<file path="src/rtl/vector_readout_pkg.sv">
// -----------------------------------------------------------------------------
// vector_readout_pkg
// Shared types and default sizes for the vector readout block, which unloads
// one register-file vector as a stream of fp32 words.
//   state_t            : controller state (IDLE, FETCH, STREAM)
//   *_DEF localparams  : default vector, address, word and count widths
// -----------------------------------------------------------------------------
package vector_readout_pkg;

  localparam int DATA_WIDTH_DEF = 512;
  localparam int ADDR_WIDTH_DEF = 5;
  localparam int WORD_WIDTH_DEF = 32;
  localparam int MAX_WORDS_DEF  = DATA_WIDTH_DEF / WORD_WIDTH_DEF;
  localparam int CNT_WIDTH_DEF  = $clog2(MAX_WORDS_DEF + 1);

  typedef enum logic [1:0] {
    IDLE   = 2'd0,
    FETCH  = 2'd1,
    STREAM = 2'd2
  } state_t;

endpackage

</file>
<file path="src/rtl/vector_readout_if.sv">
// -----------------------------------------------------------------------------
// vector_readout_if
// Bundles the command handshake, register-file read port and output word
// stream of the vector readout block.
//   cmd_valid/cmd_ready/cmd_addr/cmd_num_words : request from the sequencer
//   rf_addr/rf_data                            : register-file read port
//   out_valid/out_ready/out_data/out_last      : word stream to the host side
//   busy/done                                  : status
// Modports: slave = the readout block, master = its environment.
// -----------------------------------------------------------------------------
interface vector_readout_if #(
  parameter int DATA_WIDTH = 512,
  parameter int ADDR_WIDTH = 5,
  parameter int WORD_WIDTH = 32,
  parameter int CNT_WIDTH  = 5
);

  logic                  cmd_valid;
  logic                  cmd_ready;
  logic [ADDR_WIDTH-1:0] cmd_addr;
  logic [CNT_WIDTH-1:0]  cmd_num_words;
  logic [ADDR_WIDTH-1:0] rf_addr;
  logic [DATA_WIDTH-1:0] rf_data;
  logic                  out_valid;
  logic                  out_ready;
  logic [WORD_WIDTH-1:0] out_data;
  logic                  out_last;
  logic                  busy;
  logic                  done;

  modport slave (
    input  cmd_valid, cmd_addr, cmd_num_words,
    output cmd_ready,
    output rf_addr,
    input  rf_data,
    output out_valid, out_data, out_last,
    input  out_ready,
    output busy, done
  );

  modport master (
    output cmd_valid, cmd_addr, cmd_num_words,
    input  cmd_ready,
    input  rf_addr,
    output rf_data,
    input  out_valid, out_data, out_last,
    output out_ready,
    input  busy, done
  );

endinterface

</file>
<file path="src/rtl/vector_readout.sv">
// -----------------------------------------------------------------------------
// vector_readout
// Reads one DATA_WIDTH-bit vector from the register file and emits it as
// WORD_WIDTH-bit words on a valid/ready stream, element 0 first.
// Ports:
//   clk  : clock
//   rst  : synchronous, active-high reset
//   bus  : vector_readout_if.slave (command, register-file read, word stream,
//          busy/done status)
// Flow: IDLE accepts a command and registers the read address, FETCH spends
// one cycle letting the register file (and its write bypass) settle before
// the vector is captured, STREAM shifts out one word per accepted beat.
// -----------------------------------------------------------------------------
module vector_readout
  import vector_readout_pkg::*;
#(
  parameter int DATA_WIDTH = DATA_WIDTH_DEF,
  parameter int ADDR_WIDTH = ADDR_WIDTH_DEF,
  parameter int WORD_WIDTH = WORD_WIDTH_DEF,
  parameter int MAX_WORDS  = DATA_WIDTH / WORD_WIDTH,
  parameter int CNT_WIDTH  = $clog2(MAX_WORDS + 1)
) (
  input  logic             clk,
  input  logic             rst,
  vector_readout_if.slave  bus
);

  localparam logic [CNT_WIDTH-1:0] MAX_CNT = CNT_WIDTH'(MAX_WORDS);
  localparam logic [CNT_WIDTH-1:0] ONE_CNT = CNT_WIDTH'(1);

  // A zero count, or one larger than a vector holds, means "whole vector".
  function automatic logic [CNT_WIDTH-1:0] clamp_count(input logic [CNT_WIDTH-1:0] n);
    return ((n == '0) || (n > MAX_CNT)) ? MAX_CNT : n;
  endfunction

  state_t                state_q, state_d;
  logic [ADDR_WIDTH-1:0] rf_addr_q, rf_addr_d;
  logic [DATA_WIDTH-1:0] shreg_q, shreg_d;
  logic [CNT_WIDTH-1:0]  remaining_q, remaining_d;
  logic                  done_q, done_d;

  logic cmd_ready;
  logic cmd_fire;
  logic word_fire;
  logic last_word;

  // Held low during reset so no request can slip in on the reset edge.
  assign cmd_ready = (state_q == IDLE) & ~rst;
  assign cmd_fire  = bus.cmd_valid & cmd_ready;
  assign last_word = (remaining_q == ONE_CNT);
  assign word_fire = (state_q == STREAM) & bus.out_ready;

  always_comb begin
    state_d     = state_q;
    rf_addr_d   = rf_addr_q;
    shreg_d     = shreg_q;
    remaining_d = remaining_q;
    done_d      = 1'b0;
    unique case (state_q)
      IDLE: begin
        if (cmd_fire) begin
          rf_addr_d   = bus.cmd_addr;
          remaining_d = clamp_count(bus.cmd_num_words);
          state_d     = FETCH;
        end
      end
      FETCH: begin
        // rf_data already carries any same-cycle write to rf_addr.
        shreg_d = bus.rf_data;
        state_d = STREAM;
      end
      STREAM: begin
        if (word_fire) begin
          shreg_d     = shreg_q >> WORD_WIDTH;
          remaining_d = remaining_q - ONE_CNT;
          if (last_word) begin
            state_d = IDLE;
            done_d  = 1'b1;
          end
        end
      end
      default: state_d = IDLE;
    endcase
  end

  always_ff @(posedge clk) begin
    if (rst) begin
      state_q     <= IDLE;
      rf_addr_q   <= '0;
      shreg_q     <= '0;
      remaining_q <= '0;
      done_q      <= 1'b0;
    end else begin
      state_q     <= state_d;
      rf_addr_q   <= rf_addr_d;
      shreg_q     <= shreg_d;
      remaining_q <= remaining_d;
      done_q      <= done_d;
    end
  end

  assign bus.cmd_ready = cmd_ready;
  assign bus.rf_addr   = rf_addr_q;
  assign bus.out_valid = (state_q == STREAM);
  // Word output is forced to zero outside STREAM so idle leftovers never show.
  assign bus.out_data  = (state_q == STREAM) ? shreg_q[WORD_WIDTH-1:0] : '0;
  assign bus.out_last  = (state_q == STREAM) & last_word;
  assign bus.busy      = (state_q != IDLE);
  assign bus.done      = done_q;

endmodule

</file>
<file path="src/flat_wrapper.sv">
// flat-port wrapper written by rule: the top's interface ports become plain ports
module vector_readout_flat import vector_readout_pkg::*;
#(
  parameter int DATA_WIDTH = DATA_WIDTH_DEF,
  parameter int ADDR_WIDTH = ADDR_WIDTH_DEF,
  parameter int WORD_WIDTH = WORD_WIDTH_DEF,
  parameter int MAX_WORDS  = DATA_WIDTH / WORD_WIDTH,
  parameter int CNT_WIDTH  = $clog2(MAX_WORDS + 1)
)
  (clk, rst, bus_cmd_valid, bus_cmd_addr, bus_cmd_num_words, bus_cmd_ready, bus_rf_addr, bus_rf_data, bus_out_valid, bus_out_data, bus_out_last, bus_out_ready, bus_busy, bus_done);
  vector_readout_if #(.DATA_WIDTH(DATA_WIDTH), .ADDR_WIDTH(ADDR_WIDTH), .WORD_WIDTH(WORD_WIDTH), .CNT_WIDTH(CNT_WIDTH)) bus_i ();
  input  logic clk;
  input  logic rst;
  input wire logic [$bits(bus_i.cmd_valid)-1:0] bus_cmd_valid;
  input wire logic [$bits(bus_i.cmd_addr)-1:0] bus_cmd_addr;
  input wire logic [$bits(bus_i.cmd_num_words)-1:0] bus_cmd_num_words;
  output wire logic [$bits(bus_i.cmd_ready)-1:0] bus_cmd_ready;
  output wire logic [$bits(bus_i.rf_addr)-1:0] bus_rf_addr;
  input wire logic [$bits(bus_i.rf_data)-1:0] bus_rf_data;
  output wire logic [$bits(bus_i.out_valid)-1:0] bus_out_valid;
  output wire logic [$bits(bus_i.out_data)-1:0] bus_out_data;
  output wire logic [$bits(bus_i.out_last)-1:0] bus_out_last;
  input wire logic [$bits(bus_i.out_ready)-1:0] bus_out_ready;
  output wire logic [$bits(bus_i.busy)-1:0] bus_busy;
  output wire logic [$bits(bus_i.done)-1:0] bus_done;
  assign bus_i.cmd_valid = bus_cmd_valid;
  assign bus_i.cmd_addr = bus_cmd_addr;
  assign bus_i.cmd_num_words = bus_cmd_num_words;
  assign bus_cmd_ready = bus_i.cmd_ready;
  assign bus_rf_addr = bus_i.rf_addr;
  assign bus_i.rf_data = bus_rf_data;
  assign bus_out_valid = bus_i.out_valid;
  assign bus_out_data = bus_i.out_data;
  assign bus_out_last = bus_i.out_last;
  assign bus_i.out_ready = bus_out_ready;
  assign bus_busy = bus_i.busy;
  assign bus_done = bus_i.done;
  vector_readout #(.DATA_WIDTH(DATA_WIDTH), .ADDR_WIDTH(ADDR_WIDTH), .WORD_WIDTH(WORD_WIDTH), .MAX_WORDS(MAX_WORDS), .CNT_WIDTH(CNT_WIDTH)) u_core (.clk(clk), .rst(rst), .bus(bus_i));
endmodule
</file>
<file path="config.mk">
export PLATFORM = sky130hd
export DESIGN_NAME = vector_readout_flat
export DESIGN_NICKNAME = d
export VERILOG_FILES = /design/src/rtl/vector_readout_pkg.sv /design/src/rtl/vector_readout_if.sv /design/src/rtl/vector_readout.sv /design/src/flat_wrapper.sv
export SDC_FILE = /design/constraint.sdc
export NUM_CORES = 1
export LEC_CHECK = 0
export CAP_MARGIN = 20
export CELL_PAD_IN_SITES_DETAIL_PLACEMENT = 1
export CELL_PAD_IN_SITES_GLOBAL_PLACEMENT = 2
export CORE_MARGIN = 2
export CORE_UTILIZATION = 26
export DETAILED_ROUTE_END_ITERATION = 8
export PLACE_DENSITY = 0.73
export SETUP_SLACK_MARGIN = 0.5
export SYNTH_ARGS = -nofsm -noshare
export SYNTH_HDL_FRONTEND = slang
export SYNTH_SLANG_ARGS = --single-unit
</file>
<file path="constraint.sdc">
create_clock -name clk -period 1.5 [get_ports clk]
set_input_delay 0.15 -clock clk [delete_from_list [all_inputs] [get_ports clk]]
set_output_delay 0.15 -clock clk [all_outputs]
set_load 0.01 [all_outputs]
</file>
==> results.md <==
- Critical Path Fanout Max: 4
- Worst-skew pair later-pin latency: 660 ps
- Seq cells post-synth: 525
- Setup Crit Path Kind: reg2reg
- HP Class: in2reg
- Final hold vios: 0
- Final ANT Viol Nets: 0
- Layout net count: 4262
- Largest net degree at the start of global routing: about 110
- Vias per cell: 5.45
- Cells along the critical path: buf_6 -> buf_6 -> buf_6 -> and3b_4 -> buf_12 -> buf_8 -> buf_16 -> buf_12 -> buf_12 -> buf_16 -> nor3_2 -> a311oi_2
- Num CTS Buffers: 60
- RSZ-0062 raised after global routing: true
- Clock Skew: ~35 ps
- Hold path depth: 3
- Post-route DRC: 0
- Leak: ~16 nW
- # H-tree levels: 2
- Placer congestion estimate: 0.809
- Design Area, Final: around 44000 sq um
- Critical Path RT: 2030 ps
- Count of final max-slew check failures: 0
- Failing checks: negative setup slack
- Max IR drop VDD: 0.00105 V
- Setup-failing EPs final: 560
- First-pass GRT wire length: between 150000 and 200000 um
- TritonRoute pass-1 iters: 5
- Die Ht: a little over 300 um
- Hold endpoint: u_core.shreg_q[494]
- Num ports: approximately 570
- Synthesis-to-layout area growth: 83.2%
- Mapped Cells: 2987
- Total GRT Usage: between 20% and 30%
- Vias: 27465
- Total clock sinks: 525
- Post-Place Cell Area: 32100 sq um
- Startpoint Class: flop
- Routed wire length per instance: 27.2 um
- Core Area: 91900 sq um
- Clock Pin Slew Worst Setup and Hold Paths: 70 ps
- Seq/Total Area, Yosys: a little over two fifths
- Fmax: 455 MHz
- Die area: 95400 sq um
- Tmin final: 2200 ps
- Cell Pwr Density: approximately 1000 nW/um^2
- Initial antenna violation count: 25
- Critical path arrival: 2730 ps
- Number of enable flip-flop cells after synthesis: 0
- Syn nets: about 3500
- RR Startpoint: u_core.state_q[0]
- FFs w/ async S/R, synth: 0%
- CTS Buffer Depth: 3
- Max-Slew Margin vs Limit: 24.3%
- Distinct cells, synth: 43
- CP peak stage delay: 380 ps
- Hold Crit Start: bus_rf_data[494]
- Final Routed Wirelength: about 140000 um
- DP HPWL: 79100 um
- FF-to-FF End: u_core.shreg_q[419]
- Port bufs: ~570
- Vias in the first global route: 27939
- Worst R2R Path Depth: 12
- Yosys Warn Count: 0
- Syn Area/Cell: 8.09 sq um
- Layout cell share with drive strength beyond 1: 32.8%
- Period utilization: 147%
- Worst setup EP type: flop
- Maxcap violations: 0
- Setup WS post-layout: -700 ps
- Fillers: 9952
- Hold_ws: 59.7 ps
- Status: finished, violations left
- DIE WIDTH: around 300 um
- Slowest cell on crit path: a311oi_2
- Row count: roughly 110
- CTS tree: done
- Mapped Area: approximately 24000 sq um
- Initial Util: about a quarter
- Slack of the worst reg-to-reg path: -700 ps
- Iter 0 DRT Violations: ~1900
- Prevailing post-synth register cell: dfxtp_1
- CTS Root Cell: clkbuf_16
- Grt total ovfl: 0
- Slew @ Worst Pin: roughly 1100 ps
[how the worst max path moves through the flow]
stage                               start               endpoint  slack [ps]  cells past startpoint
detailed placement   bus_cmd_num_words[3]  u_core.remaining_q[1]        -500                      6
global placement     bus_cmd_num_words[3]  u_core.remaining_q[1]        -530                      6
finish                  u_core.state_q[0]    u_core.shreg_q[419]        -700                     12
global route            u_core.state_q[0]    u_core.shreg_q[419]        -730                     12
floorplan               u_core.state_q[1]  u_core.remaining_q[2]          70                      6
CTS                 u_core.remaining_q[1]           bus_out_last        -540                      5
[critical path: cells and delay by family, from the launching register on]
kind	cells	cell delay, ps
buffers and inverters	9	990
AO/OA/AOI/OAI	1	380
AND/OR/NAND/NOR	2	360
flip-flops	1	330
[through the flow]
| stage | setup TNS, ps | setup WS, ps | utilization (%) | total power (W) | cells |
|---|---|---|---|---|---|
| 2_1_floorplan | 0 | 66.4 | - | 0.0208 | 2987 |
| 3_3_place_gp | -153250 | -527 | 34.9 | 0.0243 | 4630 |
| 3_5_place_dp | -160030 | -496 | 34.9 | 0.0244 | 4630 |
| 4_1_cts | -226570 | -538 | 43.9 | 0.0425 | 4949 |
| 5_1_grt | -292140 | -735 | 48.1 | 0.0461 | 5039 |
| 6_report | -251730 | -700 | 48.1 | 0.0446 | 5040 |
[area by class of cell]
cell class	count	area [sq um]	share of cell area [%]
Antenna cell	13	32.5	0.0735
Clock buffer	96	1800	4.06
Clock inverter	17	221	0.500
Inverter	11	70.1	0.158
Multi-Input combinational cell	2107	15800	35.7
Sequential cell	525	10500	23.8
Tap cell	1243	1560	3.51
Timing Repair Buffer	1027	14200	32.1
Timing Repair inverter	1	16.3	0.0368
[Yosys cell counts (all sizes together), types with 2 or more instances]
master	count	share of area, %
or4b	2	0.083
nor3	482	10
a311oi	481	20
nor2b	2	0.052
clkbuf	91	1.4
a21oi	34	0.70
and2	32	0.83
nand2	1000	16
nand3	33	0.68
o21ai	6	0.12
inv	10	0.16
o32ai	2	0.073
ha	3	0.16
buf	254	5.7
nor2	2	0.031
or3b	2	0.073
nand2b	8	0.21
dfxtp	525	44
[report_power, final]
group	switching (W)	total, W	internal [W]
Sequential	0.00138	0.0167	0.0154
Clock	0.00667	0.0156	0.00890
Combinational	0.00561	0.0122	0.00664
Total	0.0137	0.0446	0.0309
[cell families (layout without fill, tap and decap cells)]
group,after synthesis,count (layout),share of synthesized area (%)
buf+inv,356,1152,7.34
compound gates,531,531,21.2
simple gates,1571,1572,27.7
flops,525,525,43.5
other cells,0,13,0
fa+ha+maj,3,3,0.155
mux,1,1,0.0414
[cells in the final DEF (no fill, tap or decap), types with 94 or more instances in the layout]
cell,count
a311oi_1,284
a311oi_2,197
buf_12,119
buf_16,133
buf_4,94
clkdlybuf4s50_1,524
dfxtp_1,515
nand2_1,987
nor3_2,207
nor3_4,184
[flip-flops by register name, indices dropped and copies added, names as in the netlist]
| signal | count |
|---|---|
| u_core.shreg_q | 512 |
| u_core.bus.rf_addr | 5 |
| u_core.remaining_q | 5 |
| u_core.state_q | 2 |
| u_core.bus.done | 1 |
[timing repair]
item	CTS	global route
gates cloned	107	31
gates resized for setup	713	484
setup buffers	97	47
hold buffers	2	0
hold endpoints to repair	21	0
endpoints found under the setup margin	567	567
pin swaps	306	256
[metal layers]
metal	GRT usage, %	up-vias	wire length, um
met5	0	-	173
met4	11.7	24	6930
met3	4.15	309	7760
met2	45.2	994	67900
met1	32.3	13729	54400
li1	-	12409	-
Power figures use the tool's default switching activity.
==> RTL change: new RTL, same flow settings <==
Make the reset (`rst`) asynchronous in one clocked block. Comments in the files are not updated.
--- a/src/rtl/vector_readout.sv
+++ b/src/rtl/vector_readout.sv
@@ -83,7 +83,7 @@
     endcase
   end
 
-  always_ff @(posedge clk) begin
+  always_ff @(posedge clk or posedge rst) begin
     if (rst) begin
       state_q     <= IDLE;
       rf_addr_q   <= '0;
Formal check against the unedited RTL: differs if rst is asserted again (counterexample within 4 cycles, from zero or initial values and one cycle with rst high); with rst held inactive, the same outputs for 4 cycles.
==> RTL change against the unedited design <==
  * The flow still finishes with violations (setup timing)
  * Hold slack gained 0.036 ns
  * Worst setup slack better by 0.22 ns
  * Routed wire length is 4.3% lower
  * Critical endpoint is now u_core.shreg_q[43]
  * Core utilization fell by 0.74 points
  * Clock skew down 0.0040 ns
  * Area after synthesis is 1.0% higher
  * Synthesized cell count fell by 4.9%
  * Sequential cell count stayed put
  * Largest cell class unchanged
  * Design area fell by 0.20%
Power is not compared: it rests on default switching activity, and its combinational part moved more than twofold at a synthesized area within 25%.
==> RTL change: results (changes against the unedited design) <==
[global_route]
antenna_found_initial=30  ; was 25
grt_first_pass_wirelength_um=171000  ; was 188,000 µm
top_usage_layer=met2  ; unchanged
grtUsageMet3=0.0471  ; was 0.0415
grt_usage=0.239  ; was 0.263
grt_max_degree=80  ; was 109
grt_use_met2=0.412  ; was 0.452
met1_usage=0.298  ; was 0.323

[detailed_routing]
drt-wirelength-per-cell_um=26.8  ; was 27.2 µm
met1_length_um=52100  ; was 54,400 µm
postRouteWirelength_um=131000  ; was 137,000 µm
drt_iter0_drc=1834  ; was 1,858
dr_wl_met2_um=66300  ; was 67,900 µm
dr_wl_met3_um=7510  ; was 7760 µm
vias=25900  ; was 27,500

[sta]
skew_ns=0.0309  ; was 0.0349 ns
postLayoutSetupSlackWorst_ns=-0.481  ; was -0.700 ns
hold_ws_ns=0.0957  ; was 0.0597 ns
fin_tns_setup_ns=-181.73  ; was -251.73 ns
finalSetupViolCount=563  ; was 560
max-slew-margin-rel=0.623  ; was 0.243

[power_and_ir_drop]
p_leak_nw=17.2

[cells_and_area]
final_nets=4111  ; was 4,262
largest_register=u_core.shreg_q  ; unchanged
drive_gt1_frac=0.272  ; was 0.328

[clock_tree]
clk_latency_ns=0.62  ; was 0.66 ns
clock_path_buffers=3  ; unchanged
cts_made_buffers=66  ; was 60
cts_max_level=3  ; was 2

[min_path]
min_from=bus_rf_data[415]  ; was bus_rf_data[494]
holdPathEnd=u_core.shreg_q[415]  ; was u_core.shreg_q[494]

[worst_setup_path]
crit_path_max_fanout=8  ; was 4
r2r_end=u_core.shreg_q[43]  ; was u_core.shreg_q[419]
crit_path_start=u_core.state_q[0]  ; unchanged
slowest_stage=dfrtp_1  ; was a311oi_2
critPathTopFamily=buffers and inverters  ; unchanged
reg2regPathDepth=10  ; was 12
max_stage_delay_ns=0.40  ; was 0.38 ns
cp.arrival_ns=2.49  ; was 2.73 ns

[logic_synthesis]
avgSynthCellArea_um2=8.59  ; was 8.09 µm²
yosysUniqueCellTypes=33  ; was 43
yosys-top-cells-count=nand2_1, dfrtp_1, nor3_1  ; was nand2_1, dfxtp_1, nor3_1
yosysSeqAreaShare=0.538  ; was 0.435
async_flop_share=1.00  ; was 0
ys.flop_type=dfrtp_1  ; was dfxtp_1
synth_fp_nets=3369  ; was 3,516
synthTopCellsByArea=dfrtp_1, nand2_1, a31oi_1, nor3_1, clkbuf_1  ; was dfxtp_1, nand2_1, a311oi_1, nor3_1, a311oi_2

[placed_design]
place_congestion=0.837  ; was 0.809
dpl.cell_count=4553  ; was 4,630
dp_hpwl_um=77300  ; was 79,100 µm
place_area_mm2=0.0327  ; was 0.0321 mm²
dp_slack_ns=-0.533  ; was -0.496 ns

[run_status]
outcome=finished, violations left  ; unchanged
violations=setup timing  ; unchanged

RTL change: cell types whose count changed after synthesis, moves of 20 or more:
cell | before | now
dfrtp_1 | 0 | 525
dfxtp_1 | 525 | 0
a31oi_1 | 1 | 461
a311oi_1 | 381 | 0
buf_2 | 216 | 37
clkbuf_1 | 91 | 220
a311oi_2 | 100 | 0
nand2_1 | 1000 | 960
a21oi_1 | 34 | 0
a22o_1 | 0 | 32
nand3_1 | 33 | 1
buf_4 | 28 | 0
a31oi_2 | 0 | 20
RTL change: power by group through the flow:
stage	clock network (mW)	logic, mW	registers, mW
after floorplan	0	20.2	24.3
after global placement	0	31.1	26.2
after detailed placement	0	31.6	26.4
after CTS	16.9	41.6	26.4
after global routing	17.4	58.2	27.9
final	16.7	55.0	27.3
RTL change: cell type report:
| cell class | instances | area [µm²] |
|---|---|---|
| fill | 9978 | 49000 |
| multi-input combinational | 2028 | 14100 |
| antenna | 12 | 30.0 |
| sequential | 525 | 13100 |
| inverter | 7 | 37.5 |
| tap | 1254 | 1570 |
| clock inverter | 25 | 300 |
| clock buffer | 93 | 1920 |
| timing repair buffer | 954 | 13100 |
RTL change: kinds of logic after synthesis:
group / Yosys count / share of synthesized area
buf+inv: 287 / 0.0531
fa+ha+maj: 3 / 0.00154
mux: 7 / 0.00318
compound gates: 523 / 0.143
flops: 525 / 0.538
simple gates: 1495 / 0.261
RTL change: worst min-delay path, stage by stage:
cell and delay (ns):
clkdlybuf4s50_1 0.40, nand2_1 0.06, a31oi_1 0.07
RTL change: what timing repair did:
action,CTS,global route
endpoints found under the setup margin,567,567
pin swaps,40,29
endpoints found under the hold margin,0,0
gates cloned,73,60
hold buffers,0,0
gates resized for setup,426,533
setup buffers,59,23
